File: config.mk
export PLATFORM = sky130hd
export DESIGN_NAME = fp_unit
export DESIGN_NICKNAME = d
export VERILOG_FILES = /design/src/rtl/fp_unit.sv
export SDC_FILE = /design/constraint.sdc
export NUM_CORES = 1
export LEC_CHECK = 0
export ABC_AREA = 1
export BUFFER_PORTS_ARGS = -buffer_cell sky130_fd_sc_hd__buf_2
export CORE_ASPECT_RATIO = 0.8
export CORE_MARGIN = 2
export CORE_UTILIZATION = 55
export DETAILED_ROUTE_END_ITERATION = 7
export PLACE_DENSITY = 0.78
export SLEW_MARGIN = 20
export SYNTH_ARGS = -nofsm -noshare
export SYNTH_HDL_FRONTEND = slang
export SYNTH_SLANG_ARGS = --single-unit
File: constraint.sdc
create_clock -name clock -period 21.4 [get_ports clock]
set_input_delay 4.28 -clock clock [delete_from_list [all_inputs] [get_ports clock]]
set_output_delay 4.28 -clock clock [all_outputs]
set_load 0.02 [all_outputs]
File: src/rtl/fp_unit.sv
// fp_unit -- single-cycle binary32 helper unit: compare, int<->float
// conversion and optional raw bit moves. All other FP ops return 0/0.
//
// Optional feature macro: FP_UNIT_FMV_EN (raw moves fmv_i2f / fmv_f2i).
//
// Ports:
//   clock, reset        rising-edge clock, synchronous active-low reset
//   data1, data2        operands (data3, fmt unused)
//   rm                  rounding mode / compare predicate select
//   op_*                operation selects (priority: fcmp, fcvt_i2f,
//                       fcvt_f2i, fmv_i2f, fmv_f2i)
//   op_fcvt_op[0]       0 signed int32, 1 unsigned uint32
//   enable              operation valid this cycle
//   result, flags       registered result and {NV,DZ,OF,UF,NX}
module fp_unit (
  input  logic        clock,
  input  logic        reset,
  input  logic [31:0] data1,
  input  logic [31:0] data2,
  input  logic [31:0] data3,
  input  logic [1:0]  fmt,
  input  logic [2:0]  rm,
  input  logic        op_fmadd,
  input  logic        op_fadd,
  input  logic        op_fsub,
  input  logic        op_fmul,
  input  logic        op_fdiv,
  input  logic        op_fsqrt,
  input  logic        op_fmv_i2f,
  input  logic        op_fmv_f2i,
  input  logic        op_fcmp,
  input  logic        op_fcvt_i2f,
  input  logic        op_fcvt_f2i,
  input  logic [1:0]  op_fcvt_op,
  input  logic        enable,
  output logic [31:0] result,
  output logic [4:0]  flags
);

  // Round-increment decision from sign, lsb, guard and sticky.
  function automatic logic round_up(input logic [2:0] mode, input logic sign,
                                    input logic lsb, input logic guard,
                                    input logic sticky);
    case (mode)
      3'd1:    round_up = 1'b0;                     // RTZ
      3'd2:    round_up = sign & (guard | sticky);  // RDN
      3'd3:    round_up = ~sign & (guard | sticky); // RUP
      3'd4:    round_up = guard;                    // RMM
      default: round_up = guard & (sticky | lsb);   // RNE (and 5-7)
    endcase
  endfunction

  // Leading-zero count of a nonzero 32-bit word.
  function automatic logic [4:0] lzc32(input logic [31:0] x);
    lzc32 = 5'd0;
    for (int i = 0; i < 32; i++) begin
      if (x[i]) lzc32 = 5'(31 - i);
    end
  endfunction

  logic        unused_inputs_s;
  logic        cmp_a_nan_s, cmp_b_nan_s, cmp_any_snan_s, cmp_zero_s;
  logic        cmp_eq_s, cmp_lt_s, cmp_result_s, cmp_nv_s;
  logic        i2f_neg_s, i2f_inc_s;
  logic [31:0] i2f_mag_s, i2f_norm_s, i2f_result_s;
  logic [4:0]  i2f_lz_s;
  logic [24:0] i2f_sum_s;
  logic [7:0]  i2f_exp_s;
  logic        f2i_sign_s, f2i_nan_s, f2i_big_s, f2i_tiny_s, f2i_uns_s;
  logic        f2i_guard_s, f2i_sticky_s, f2i_inc_s, f2i_invalid_s, f2i_pos_s;
  logic [7:0]  f2i_exp_s;
  logic [23:0] f2i_sig_s;
  logic [5:0]  f2i_shamt_s;
  logic [63:0] f2i_wide_s;
  logic [31:0] f2i_int_s, f2i_sat_s, f2i_result_s;
  logic [32:0] f2i_mag_s;
  logic [31:0] next_result_s, result_r;
  logic [4:0]  next_flags_s, flags_r;

  assign unused_inputs_s = ^{data3, fmt, op_fcvt_op[1], op_fmadd, op_fadd, op_fsub,
                             op_fmul, op_fdiv, op_fsqrt, op_fmv_i2f, op_fmv_f2i};

  // ---------------- compare ----------------
  assign cmp_a_nan_s    = (&data1[30:23]) & (|data1[22:0]);
  assign cmp_b_nan_s    = (&data2[30:23]) & (|data2[22:0]);
  assign cmp_any_snan_s = (cmp_a_nan_s & ~data1[22]) | (cmp_b_nan_s & ~data2[22]);
  assign cmp_zero_s     = ~(|data1[30:0]) & ~(|data2[30:0]);
  assign cmp_eq_s       = cmp_zero_s | (data1 == data2);

  // Sign-magnitude ordering; both-zero makes +0 and -0 equal.
  always_comb begin
    cmp_lt_s = 1'b0;
    if (cmp_zero_s) begin
      cmp_lt_s = 1'b0;
    end else if (data1[31] != data2[31]) begin
      cmp_lt_s = data1[31];
    end else if (data1[31]) begin
      cmp_lt_s = data1[30:0] > data2[30:0];
    end else begin
      cmp_lt_s = data1[30:0] < data2[30:0];
    end
  end

  // Predicate select and invalid flag; NaN always yields 0.
  always_comb begin
    cmp_result_s = 1'b0;
    cmp_nv_s     = 1'b0;
    if (cmp_a_nan_s | cmp_b_nan_s) begin
      case (rm)
        3'd0, 3'd1: cmp_nv_s = 1'b1;
        3'd2:       cmp_nv_s = cmp_any_snan_s;
        default:    cmp_nv_s = 1'b0;
      endcase
    end else begin
      case (rm)
        3'd0:    cmp_result_s = cmp_lt_s | cmp_eq_s;
        3'd1:    cmp_result_s = cmp_lt_s;
        3'd2:    cmp_result_s = cmp_eq_s;
        default: cmp_result_s = 1'b0;
      endcase
    end
  end

  // ---------------- int -> float ----------------
  // Normalise magnitude so bit 31 is the hidden one; bits 7:0 are guard/sticky.
  assign i2f_neg_s    = ~op_fcvt_op[0] & data1[31];
  assign i2f_mag_s    = i2f_neg_s ? (~data1 + 32'd1) : data1;
  assign i2f_lz_s     = lzc32(i2f_mag_s);
  assign i2f_norm_s   = i2f_mag_s << i2f_lz_s;
  assign i2f_inc_s    = round_up(rm, i2f_neg_s, i2f_norm_s[8], i2f_norm_s[7], |i2f_norm_s[6:0]);
  assign i2f_sum_s    = {1'b0, i2f_norm_s[31:8]} + {24'd0, i2f_inc_s};
  // Mantissa carry-out bumps the exponent; the low 23 bits are then zero.
  assign i2f_exp_s    = 8'd158 - {3'd0, i2f_lz_s} + {7'd0, i2f_sum_s[24]};
  assign i2f_result_s = (i2f_mag_s == 32'd0) ? 32'd0 : {i2f_neg_s, i2f_exp_s, i2f_sum_s[22:0]};

  // ---------------- float -> int ----------------
  assign f2i_sign_s  = data1[31];
  assign f2i_exp_s   = data1[30:23];
  assign f2i_nan_s   = (&f2i_exp_s) & (|data1[22:0]);
  assign f2i_sig_s   = {|f2i_exp_s, data1[22:0]};
  assign f2i_big_s   = f2i_exp_s > 8'd158;   // |x| >= 2^32, also inf/NaN
  assign f2i_tiny_s  = f2i_exp_s < 8'd126;   // |x| < 0.5
  assign f2i_shamt_s = 6'(f2i_exp_s - 8'd118);
  assign f2i_uns_s   = op_fcvt_op[0];

  // Fixed point with 32 fraction bits: integer part, guard bit, sticky.
  always_comb begin
    f2i_wide_s   = 64'd0;
    f2i_int_s    = 32'd0;
    f2i_guard_s  = 1'b0;
    f2i_sticky_s = 1'b0;
    if (f2i_big_s) begin
      f2i_int_s = 32'd0;
    end else if (f2i_tiny_s) begin
      f2i_sticky_s = |f2i_sig_s;
    end else begin
      f2i_wide_s   = {40'd0, f2i_sig_s} << f2i_shamt_s;
      f2i_int_s    = f2i_wide_s[63:32];
      f2i_guard_s  = f2i_wide_s[31];
      f2i_sticky_s = |f2i_wide_s[30:0];
    end
  end

  assign f2i_inc_s = round_up(rm, f2i_sign_s, f2i_int_s[0], f2i_guard_s, f2i_sticky_s);
  assign f2i_mag_s = {1'b0, f2i_int_s} + {32'd0, f2i_inc_s};

  // Range check on the rounded magnitude.
  always_comb begin
    f2i_invalid_s = 1'b0;
    if (f2i_big_s) begin
      f2i_invalid_s = 1'b1;
    end else if (f2i_uns_s) begin
      f2i_invalid_s = f2i_sign_s ? (f2i_mag_s != 33'd0) : f2i_mag_s[32];
    end else begin
      f2i_invalid_s = f2i_sign_s ? (f2i_mag_s > 33'h0_8000_0000) : (f2i_mag_s > 33'h0_7FFF_FFFF);
    end
  end

  // NaN saturates like positive overflow.
  assign f2i_pos_s    = f2i_nan_s | ~f2i_sign_s;
  assign f2i_sat_s    = f2i_uns_s ? (f2i_pos_s ? 32'hFFFF_FFFF : 32'h0000_0000)
                                  : (f2i_pos_s ? 32'h7FFF_FFFF : 32'h8000_0000);
  assign f2i_result_s = f2i_sign_s ? (~f2i_mag_s[31:0] + 32'd1) : f2i_mag_s[31:0];

  // ---------------- operation select ----------------
  // Priority mux; anything not selected (or unsupported) produces 0/0.
  always_comb begin
    next_result_s = 32'd0;
    next_flags_s  = 5'd0;
    if (!enable) begin
      next_result_s = 32'd0;
    end else if (op_fcmp) begin
      next_result_s = {31'd0, cmp_result_s};
      next_flags_s  = {cmp_nv_s, 4'd0};
    end else if (op_fcvt_i2f) begin
      next_result_s = i2f_result_s;
      next_flags_s  = {4'd0, |i2f_norm_s[7:0]};
    end else if (op_fcvt_f2i) begin
      if (f2i_invalid_s) begin
        next_result_s = f2i_sat_s;
        next_flags_s  = 5'b10000;
      end else begin
        next_result_s = f2i_result_s;
        next_flags_s  = {4'd0, f2i_guard_s | f2i_sticky_s};
      end
`ifdef FP_UNIT_FMV_EN
    end else if (op_fmv_i2f || op_fmv_f2i) begin
      next_result_s = data1;
      next_flags_s  = 5'd0;
`endif
    end else begin
      next_result_s = 32'd0;
    end
  end

  // Output register with synchronous active-low reset.
  always_ff @(posedge clock) begin
    if (!reset) begin
      result_r <= 32'd0;
      flags_r  <= 5'd0;
    end else begin
      result_r <= next_result_s;
      flags_r  <= next_flags_s;
    end
  end

  assign result = result_r;
  assign flags  = flags_r;

endmodule

==> metrics <==
number of global-route vias before repair=11070; commonest cells in the synthesized netlist=nand2_1 (484), nand3_1 (302), inv_1 (190); number of different library cells in the post-synthesis netlist=between 60 and 70; dominant synthesized flop cell=dfxtp_1; clock transition at the registers of the reported paths=~0.060 ns; RePlAce Congestion=0.9766; die outline height=about 120 um; Metal-1 WL=15950 um; average via count per standard cell=around 6; number of hold-repair buffers added at the cts stage=0; global-route wire length before repair=about 57000 um; most frequent cell after synthesis=nand2_1; delay contributed by the slowest stage of the critical path=between 0.8 and 0.9 ns; fraction of power consumed by combinational cells=0.690; number of standard-cell rows in the floorplan=43; count of port buffers added during placement=between 100 and 150; path length in cells of the critical path=between 50 and 60; top-area cell type share of the netlist area=0.1824; highest fanout seen on the critical path=36; worst relative slew slack=0.3108; largest buffer count on any clock path=2; Top-Level Pins=between 150 and 200; RSZ-0062 raised after global routing=false; met3 routed WL=3389 um; final slew viol count=0; Syn Area/Cell=between 5 and 6 um^2; initial antenna violation count=1; Std-Cell Core Area=approximately 0.018 mm^2; DPL Wire Length=around 28000 um; slew of the pin with the lowest slew margin=~1.0 ns; detailed-routing iteration count for the pre-antenna-repair pass=8; count of state elements after synthesis=34; violation count after the first detailed-route iteration=1602; outcome=completed; Routed Antenna Nets=0; Power Internal=~240 uW; fraction of synthesis flops using an asynchronous set or reset pin=0; fraction of layout instances using a drive strength above 1=0.1128; cell count after synthesis=around 1800; global-route usage over all layers=0.3569; Critical Path AT=roughly 13 ns; ratio of final minimum period to clock period=0.5874; Final Setup Violations=0; critical path data required time=21.57 ns; final global-route overflow total=0; final critical delay including setup and external delays=roughly 13 ns; placed inst area=approximately 0.010 mm^2; worst hold path stage count=3; # clock sinks=34; post-layout net count=2038; worst slack at placement=8.741 ns; leakage power of the design=~0.0052 uW; die extent in x=about 150 um; Total Negative Setup Slacks=0 ns; met2 wire length=15240 um; number of H-tree levels=2; source of the critical timing path=data1[31]; Vias=~13000; DRC=0; Max-cap violations=0; net switching power=approximately 280 uW; class of the tightest hold or removal check=input port to flip-flop; placed cell count=roughly 2100; post-synthesis cell area=approximately 0.01 mm^2; critical path launch point type=input port; filler instances=approximately 1800; Slowest-stage cell, CP=nor2_2; cell class contributing the biggest share of worst-path delay=simple AND/OR/NAND/NOR gates; power per cell area=~49 mW/mm^2; clock tree from TritonCTS=yes; post-layout total power=~520 uW; Critical Path Sink=result[27]$_SDFF_PP0_; fraction of power spent switching nets=0.5402; critical path type=input port to flip-flop; Initial Util=0.5679; area enclosed by the die boundary=around 0.019 mm^2; number of buffers created by CTS=5; area of all placed cells without fillers=roughly 0.011 mm^2; cell type with the highest aggregate area in the netlist=nand2_1; Worst Setup End Kind=flip-flop; Max IR drop VDD=a little under 40 uV; top routing layer in use=met4; clk root buf=clkbuf_16; final-report hold violation count=0; Yosys warnings=0; sequential cell area fraction in the yosys report=0.06833; layout-stage area growth over the synthesis result=6.645%; final routed wire length divided by cell count=approximately 17 um; buffer count from post-CTS setup fixing=0; cell repeated most along the worst path=nand2_1; number of synthesized flops with an enable pin=0; buffer and inverter count on the worst path=5; clock share of power=0.183; final worst slack=8.830 ns; cell types with the largest area share after synthesis=nand2_1 (18%), nand3_1 (15%), inv_1 (7.2%); timing-limited maximum frequency=79.56 MHz; post-detailed-routing wire length=approximately 35000 um; final non-filler cell total=2105; count of instances resized after the clock tree is built=0; maximum number of pins on one net before global-route repair=44; Flop pwr share=0.127
-- per-stage QoR --
| stage | hold slack, ns | util |
|---|---|---|
| after CTS | 4.316 | 0.6049 |
| after global routing | 4.321 | 0.6057 |
| after global placement | 4.614 | 0.5938 |
| final | 4.316 | 0.6057 |
| after detailed placement | 4.613 | 0.5938 |
| after floorplan | 4.443 | - |
-- power groups by stage --
stage,Clock [uW],Combinational [uW],Sequential (uW)
5_1_grt,99.0,402,66.6
3_3_place_gp,0,345,67.7
6_report,95.5,361,66.4
2_1_floorplan,0,261,70.9
3_5_place_dp,0,348,67.8
4_1_cts,95.6,350,66.4
-- worst min path at each step --
stage                     endpoint  slack [ns]    start
6_report       flags[4]$_SDFF_PN0_        4.32  op_fcmp
5_1_grt        flags[4]$_SDFF_PN0_        4.32  op_fcmp
4_1_cts        flags[4]$_SDFF_PN0_        4.32  op_fcmp
3_5_place_dp   flags[4]$_SDFF_PN0_        4.61  op_fcmp
3_3_place_gp   flags[4]$_SDFF_PN0_        4.61  op_fcmp
2_1_floorplan  flags[4]$_SDFF_PN0_        4.44   enable
-- cells in the final DEF, fill, tap and decap left out, types with 9 or more instances in the layout --
cell type / instances
xor2_1: 48
buf_2: 107
nand4_1: 37
ha_1: 43
dfxtp_1: 34
o21ai_1: 37
buf_4: 10
nor2_2: 12
o211ai_2: 9
o21ai_0: 102
mux2i_1: 14
nor4_1: 20
nand3_1: 302
o211ai_1: 23
a21oi_1: 75
inv_1: 190
nor3_1: 25
nor2_1: 155
a31oi_1: 11
inv_2: 15
nand2_1: 484
xnor2_1: 16
-- kinds of logic after synthesis --
kind of cell,synth area share
fa+ha+maj,0.05401
flops,0.06833
simple gates,0.4939
mux,0.01407
xor+xnor,0.06921
compound gates,0.1750
buf+inv,0.1251
other cells,0.0003765
-- metal layers --
metal  vias up  global-route usage
met3        54             0.06159
met5         -                   0
met1      5633              0.5114
li1       6237                   -
met2       588              0.5604
met4         0             0.07298
-- sequential cells by signal (all words and copies together), names as in the netlist --
register	count
result	32
flags	2
-- area by class of cell --
class	count	area, um^2	share of cell area
antenna	1	2.502	0.0002356
tap	225	281.5	0.02650
inverter	210	790.8	0.07444
multi-input combinational	1510	8063	0.7590
clock buffer	5	125.1	0.01178
clock inverter	3	68.82	0.006478
sequential	34	680.7	0.06408
timing repair buffer	117	610.6	0.05748
Power figures use the tool's default switching activity.
